===== config.mk =====
export PLATFORM = sky130hd
export DESIGN_NAME = fetch_buffer
export DESIGN_NICKNAME = d
export VERILOG_FILES = /design/src/rtl/core_pkg.sv /design/src/rtl/sync_fifo.sv /design/src/rtl/fetch_buffer.sv
export SDC_FILE = /design/constraint.sdc
export NUM_CORES = 1
export LEC_CHECK = 0
export CAP_MARGIN = 20
export CORE_AREA = 3 3 140 142
export CTS_CLUSTER_SIZE = 10
export DETAILED_ROUTE_END_ITERATION = 7
export DIE_AREA = 0 0 143 145
export DONT_BUFFER_PORTS = 1
export PLACE_DENSITY = 0.58
export SYNTH_ARGS = -nofsm -noshare
export SYNTH_HDL_FRONTEND = slang
export SYNTH_HIERARCHICAL = 1
export SYNTH_SLANG_ARGS = --single-unit

===== constraint.sdc =====
create_clock -name clk -period 3.9 [get_ports clk]
set_input_delay 0.975 -clock clk [delete_from_list [all_inputs] [get_ports clk]]
set_output_delay 0.975 -clock clk [all_outputs]
set_load 0.02 [all_outputs]

===== src/rtl/core_pkg.sv =====
// Shared fetch-stage types and constants.
package core_pkg;

   localparam int XLEN = 32;

   typedef enum logic [1:0] {
      IDLE      = 2'd0,
      WAIT      = 2'd1,
      WAIT_DROP = 2'd2
   } fetch_state_e;

   // Decode substitutes this when no fetched instruction is available.
   localparam logic [31:0] NOP = 32'h0000_0013;

endpackage


===== src/rtl/sync_fifo.sv =====
// Small power-of-two FIFO with synchronous clear; clear beats push and pop.
module sync_fifo #(
   parameter int WIDTH = 64,
   parameter int DEPTH = 2
) (
   input  logic                       clk,
   input  logic                       rst,
   input  logic                       push,
   input  logic                       pop,
   input  logic                       clear,
   input  logic [WIDTH-1:0]           wdata,
   output logic [WIDTH-1:0]           rdata,
   output logic                       full,
   output logic                       empty,
   output logic [$clog2(DEPTH):0]     count
);

   localparam int AW = $clog2(DEPTH);
   localparam int CW = AW + 1;

   logic [WIDTH-1:0] mem_q [DEPTH];
   logic [AW-1:0]    wptr_q, rptr_q;
   logic [CW-1:0]    count_q;
   logic             do_push, do_pop;

   assign do_push = push & ~clear;
   assign do_pop  = pop & ~clear & ~empty;

   always_ff @(posedge clk or negedge rst) begin
      if (!rst) begin
         for (int i = 0; i < DEPTH; i++) mem_q[i] <= '0;
         wptr_q  <= '0;
         rptr_q  <= '0;
         count_q <= '0;
      end else if (clear) begin
         wptr_q  <= '0;
         rptr_q  <= '0;
         count_q <= '0;
      end else begin
         if (do_push) begin
            mem_q[wptr_q] <= wdata;
            wptr_q        <= wptr_q + AW'(1);
         end
         if (do_pop) rptr_q <= rptr_q + AW'(1);
         count_q <= count_q + CW'(do_push) - CW'(do_pop);
      end
   end

   assign rdata = mem_q[rptr_q];
   assign count = count_q;
   assign empty = (count_q == '0);
   assign full  = (count_q == CW'(DEPTH));

   // Upstream credit accounting must make a push into a full FIFO impossible.
   a_no_overflow : assert property (@(posedge clk) disable iff (!rst)
      (push && !pop && !clear) |-> !full);

endmodule


===== src/rtl/fetch_buffer.sv =====
// Instruction fetch: single-outstanding imem requests, {pc,instr} FIFO to decode, flush on redirect.
module fetch_buffer
   import core_pkg::*;
#(
   parameter int DEPTH = 2,
   parameter int XLEN  = core_pkg::XLEN
) (
   input  logic            clk,
   input  logic            rst,
   input  logic [XLEN-1:0] pc_addr,
   output logic            pc_en,
   input  logic            flush,
   output logic            imem_req,
   output logic [XLEN-1:0] imem_addr,
   input  logic            imem_gnt,
   input  logic            imem_rvalid,
   input  logic [XLEN-1:0] imem_rdata,
   output logic            id_valid,
   output logic [XLEN-1:0] id_pc,
   output logic [XLEN-1:0] id_instr,
   input  logic            id_ready,
   output logic            err_spurious
);

   localparam int CW = $clog2(DEPTH) + 1;
   localparam logic [CW-1:0] DEPTH_C = CW'(DEPTH);

   fetch_state_e      state_q, state_d;
   logic [XLEN-1:0]   out_pc_q;
   logic              err_q;
   logic              push, pop, grant, full, empty;
   logic [CW-1:0]     count, cnt_after;
   logic [2*XLEN-1:0] rdata;

   assign pop       = ~empty & id_ready & ~flush;
   assign push      = (state_q == WAIT) & imem_rvalid & ~flush;
   assign cnt_after = count + CW'(push) - CW'(pop);

   // A new request needs a free slot even after the in-flight response lands.
   always_comb begin
      imem_req = 1'b0;
      if (rst && !flush) begin
         case (state_q)
            IDLE:    imem_req = ~full;
            WAIT:    imem_req = imem_rvalid & (cnt_after < DEPTH_C);
            default: imem_req = 1'b0;
         endcase
      end
   end

   assign grant     = imem_req & imem_gnt;
   assign pc_en     = grant;
   assign imem_addr = pc_addr;

   always_comb begin
      state_d = state_q;
      if (flush) begin
         if (state_q != IDLE) state_d = imem_rvalid ? IDLE : WAIT_DROP;
      end else begin
         case (state_q)
            IDLE:      if (grant) state_d = WAIT;
            WAIT:      if (imem_rvalid) state_d = grant ? WAIT : IDLE;
            WAIT_DROP: if (imem_rvalid) state_d = IDLE;
            default:   state_d = IDLE;
         endcase
      end
   end

   always_ff @(posedge clk or negedge rst) begin
      if (!rst) begin
         state_q  <= IDLE;
         out_pc_q <= '0;
         err_q    <= 1'b0;
      end else begin
         state_q <= state_d;
         if (grant) out_pc_q <= pc_addr;
         if (state_q == IDLE && imem_rvalid) err_q <= 1'b1;
      end
   end

   sync_fifo #(
      .WIDTH (2*XLEN),
      .DEPTH (DEPTH)
   ) u_fifo (
      .clk   (clk),
      .rst   (rst),
      .push  (push),
      .pop   (pop),
      .clear (flush),
      .wdata ({out_pc_q, imem_rdata}),
      .rdata (rdata),
      .full  (full),
      .empty (empty),
      .count (count)
   );

   assign id_valid     = ~empty;
   assign id_pc        = rdata[2*XLEN-1:XLEN];
   assign id_instr     = rdata[XLEN-1:0];
   assign err_spurious = err_q;

endmodule


# After elaboration in Yosys (flattened, before gate mapping)

Index checks and enable logic that the tools add are counted.

Register bits: 167
Bits of input ports: 70
Word-level logic and storage cells: 71

$add $sub $neg: 6
Magnitude comparators: 4
Equality and inequality tests: 7
Muxes and demuxes: 21
Bitwise operators: 14
Reductions and logical operators: 11

Operator list:

| kind                | number |
|---|---|
| $mux 64             | 4 |
| $bwmux 128          | 1 |
| $demux 64 s1        | 1 |
| $mux 2              | 7 |
| $and 1x1->1         | 9 |
| $ne 3x3->1 const B  | 3 |
| $mux 1              | 6 |
| $pmux 2 s3          | 1 |
| $reduce_bool 2->1   | 3 |
| $add 2x1->2         | 2 |
| $eq 2x2->1 const B  | 2 |
| $ge 2x2->1 const B  | 2 |
| $logic_not 2->1     | 2 |
| $not 1->2           | 2 |
| $reduce_and 4->1    | 1 |
| $sub 2x1->2         | 2 |
| $logic_and 1x1->1   | 3 |
| $not 1->1           | 3 |
| $add 1x1->1 const B | 2 |
| $eq 2x1->1 const B  | 1 |
| $lt 2x1->1 const B  | 1 |
| $lt 2x2->1 const B  | 1 |
| $ne 2x1->1 const B  | 1 |
| $pmux 1 s2          | 1 |
| other kinds (2)     | 2 |

# Depth between registers and ports, before layout

Word-level depth: 14
Gate-level depth with buffers: 9

# Hierarchy

The synthesis kept the hierarchy.

By module, submodules not included:

| module       | times used | cells each | area each (sq um) | sequential area each (sq um) |
|---|---|---|---|---|
| sync_fifo    | 1          | 364        | 6322.3            | 3303.2 |
| fetch_buffer | 1          | 177        | 1985.7            | 875.8 |

# Least setup slack after synthesis

Ideal clock, no wire load.

Path kind: input -> output
Start point: input flush
End point: output pc_en
Arrival: 2532 ps
Setup slack: 393 ps
Stages on the path: 7
Path buffers: 1
Path through: nor3b_1 ha_1 xor2_2 xor2_2 o41ai_4 buf_6 and2_2

Word-level cells in the longest chain between the ends: 9

RTL lines:

| what                       | RTL line           | source |
|---|---|---|
| start: declaration         | fetch_buffer.sv:12 | `input logic flush,` |
| $not 1->1 (no source line) | --                 |  |
| $and 1x1->1                | fetch_buffer.sv:36 | `assign push = (state_q == WAIT) & imem_rvalid & ~flush;` |
| $add 2x1->2                | fetch_buffer.sv:37 | `assign cnt_after = count + CW'(push) - CW'(pop);` |
| $sub 2x1->2                | fetch_buffer.sv:37 |  |
| $lt 2x2->1                 | fetch_buffer.sv:45 | `WAIT: imem_req = imem_rvalid & (cnt_after < DEPTH_C);` |
| $and 1x1->1                | fetch_buffer.sv:45 |  |
| $pmux 1 s2                 | fetch_buffer.sv:43 | `case (state_q)` |
| $mux 1 *                   | fetch_buffer.sv:42 | `if (rst && !flush) begin` |
| via imem_req               | fetch_buffer.sv:13 | `output logic imem_req,` |
| $and 1x1->1 *              | fetch_buffer.sv:51 | `assign grant = imem_req & imem_gnt;` |
| end: declaration           | fetch_buffer.sv:11 | `output logic pc_en,` |

Mark *: on every way through the listed nets, which the timed path passes. The rest lies on a longest branch.

# Worst setup path in the final report

Start point: input flush
End point: output imem_req

Word-level cells in the longest chain between the ends: 8

RTL lines:

| what                       | RTL line |
|---|---|
| $not 1->1 (no source line) | -- |
| $and 1x1->1                | fetch_buffer.sv:36 |
| $add 2x1->2                | fetch_buffer.sv:37 |
| $sub 2x1->2                | fetch_buffer.sv:37 |
| $lt 2x2->1                 | fetch_buffer.sv:45 |
| $and 1x1->1                | fetch_buffer.sv:45 |
| $pmux 1 s2                 | fetch_buffer.sv:43 |
| $mux 1 *                   | fetch_buffer.sv:42 |
| end: declaration           | fetch_buffer.sv:13 |

Every way passes the cells marked *; elsewhere a longest branch is shown, timed or not.

==> results_dict.tcl <==
set metrics [dict create \
    cts.sinks 167 \
    max_stage_delay_ps 380 \
    routed_via_density 5.47 \
    ff_latch_area_sq_um 4180 \
    syn_area_sq_um 8310 \
    drive_above_1_share_pct 47.1 \
    grt_usage_pct 16.4 \
    avgSynthCellArea_sq_um 15.4 \
    arrival_ps 2530 \
    outcome "completed" \
    coreArea_sq_um 18600 \
    max_slew.worst_pin.slew_ps 798 \
    rsz0062_at_grt "no" \
    yosysWarnings 6 \
    timing.hold.ws_ps 250 \
    post_drt_wl_per_cell_um 22.3 \
    start_util_pct 44.7 \
    antenna_found_initial 1 \
    syn_to_final_growth_pct 4.89 \
    ant_nets 0 \
    setup_viol 0 \
    vias 4083 \
    fin_worst_skew_ps 9.86 \
    cts_resized 0 \
    drcViolationCount 0 \
    slew_headroom_pct 46.8 \
    root_buffer "clkbuf_16" \
    htree_levels 4 \
    multi_input_area_sq_um 3520 \
    drt_iter0_drc 181 \
    overflow 0 \
    clkTransAtPathRegs_ps 60 \
    clock.fmax_mhz 286 \
    clkLatencyLatePin_ps 420 \
    path_delay_family "buffers and inverters" \
    cp-end-kind "output port" \
    syn_nets 614 \
    ys_seq_elements 167 \
    die_area_sq_um 20700 \
    dp_slack_ps 384 \
    fin_crit_sh_pct 89.8 \
    max_cap_viol_count 0 \
    nFillCells 1622 \
    routed_wl_um 16600 \
    path_buf_inv 1 \
    peakVddDrop_mv 0.286 \
    cp_max_fo 23 \
    synthArstFlopShare_pct 100 \
    hold_buffers 0 \
    ys_seq_area_share_pct 50.3 \
    grt_pass1_wl_um 26600 \
    cp-start-kind "input pin" \
    dp_hpwl_um 10200 \
    post-place-cells 716 \
    die_w_um 143 \
    rows 50 \
    cts_tree "done" \
    cpMostUsedCell "xor2_2" \
    reg2reg_from "u_fifo/count[1]" \
    drt_pre_antenna_iters 5 \
    tns_ps 0 \
    period_needed_ps 3500 \
    grt_max_degree 171 \
    grt_pass1_vias 4573 \
    report.final.slew_viol_count 0 \
    gp_congestion 0.764 \
    leakage_uw 0.00427 \
    crit_chain "nor3b_1 > ha_1 > xor2_2 > xor2_2 > o41ai_4 > buf_4" \
    instances_no_fill 746 \
    slowest_stage "buf_4" \
    numCtsBuffers 17 \
    worst-endpoint-required_ps 2920 \
    antenna_cells 0 \
    chipHeight_um 145 \
    synth-edff-count 0 \
    synth-main-ff-cell "dfrtp_1" \
    setup_ws_ps 397 \
    min_path_type "in -> async" \
    power_density_nw_per_um2 503 \
    layout.nets 574 \
    path_class "in -> out" \
    post_cts_buffers 0 \
    clk_path_buf_depth 2 \
    setup.worst_path.start "flush" \
    synth_cell_types 41 \
    io_pins 170 \
    hold_violations 0 \
    synthCells 541 \
    numPortBuffers 0 \
]
[power by group]
| group | total [uW] | switching (uW) | internal [uW] |
|---|---|---|---|
| clock | 1750 | 674 | 1080 |
| combinational | 601 | 284 | 316 |
| sequential | 2020 | 111 | 1910 |
[cells in the mapped netlist, types with 2 or more instances]
library cell	instances	area share [%]
buf_2	8	0.48
nor2_1	8	0.36
and2_1	30	2.3
nor2_2	2	0.15
nand4_1	4	0.30
a32o_1	28	3.4
clkbuf_1	5	0.23
buf_4	33	3.0
ha_1	3	0.45
o211ai_1	2	0.18
xor2_2	2	0.39
nand3_1	3	0.18
dfrtp_1	167	50
buf_12	6	1.4
inv_1	5	0.23
mux2_2	73	9.9
nor2b_1	4	0.30
buf_6	14	1.9
xnor2_1	2	0.21
a32o_2	2	0.27
mux2_4	120	22
[placed cells by master, fill, tap and decap left out, types with 3 or more instances in the layout]
master,n
nand3_1,3
dfrtp_1,166
and2_1,30
nor2b_1,4
inv_1,5
mux2_4,120
nor2_1,8
clkinv_2,3
clkbuf_1,3
a32o_1,28
buf_4,5
mux2_2,73
nand4_1,4
buf_12,3
bufinv_16,4
ha_1,3
clkbuf_16,17
[kinds of logic (layout without fill, tap and decap cells)]
logic type / Yosys count / in the layout / synth area share (%)
fa+ha+maj: 3 / 3 / 0.452
mux: 194 / 194 / 31.7
compound gates: 36 / 36 / 4.41
xor+xnor: 5 / 5 / 0.873
flops: 167 / 167 / 50.3
buf+inv: 72 / 43 / 7.36
simple gates: 64 / 64 / 4.89
[worst reg2reg max path: stages (launching register included)]
cell and delay, ps:
dfrtp_1 430, nor2_1 80, nor3b_1 250, ha_1 240, xor2_2 230, xnor2_1 220, nand3_2 320, buf_4 340
a32o_2 250
[routing by layer]
layer / track usage (%) / share of wire, % / vias up
met5: 0 / 0.078 / -
met4: 4.94 / 1.3 / 2
met3: 6.16 / 7.4 / 14
met2: 25.3 / 47 / 112
met1: 21.6 / 44 / 2124
li1: - / - / 1831
[final timing paths]
kind	depth (start not counted)	slack, ps	to
hold / removal	0	250	u_fifo/mem_q[64]
max in group asynchronous	0	3360	u_fifo/rptr_q
setup reg to reg	8	1430	out_pc_q[19]
hold reg to reg	1	500	u_fifo/mem_q[44]
setup / recovery	6	400	imem_req
min in group clk	1	500	u_fifo/mem_q[44]
[per-stage QoR]
stage / instance area, sq um / utilization, % / total power (uW)
after global routing: 8710 / 46.9 / 4560
after CTS: 8710 / 46.9 / 4440
after floorplan: 8310 / - / 2620
after global placement: 8110 / 43.7 / 2640
after detailed placement: 8110 / 43.7 / 2660
final: 8710 / 46.9 / 4380
[flip-flops by register name (all words and copies together), names as in the netlist]
signal and flops:
out_pc_q 32, u_fifo/wptr_q 1, u_fifo/mem_q 128, u_fifo/count 2, err_spurious 1, state_q 2
u_fifo/rptr_q 1
[cell type report]
cell class / instances / share of cell area, %
Multi-Input combinational cell: 302 / 40.4
Tap cell: 234 / 3.36
Clock inverter: 9 / 1.74
Clock buffer: 21 / 5.17
Timing Repair Buffer: 8 / 1.12
Inverter: 5 / 0.215
Sequential cell: 167 / 48.0
(Power assumes the default switching activity.)
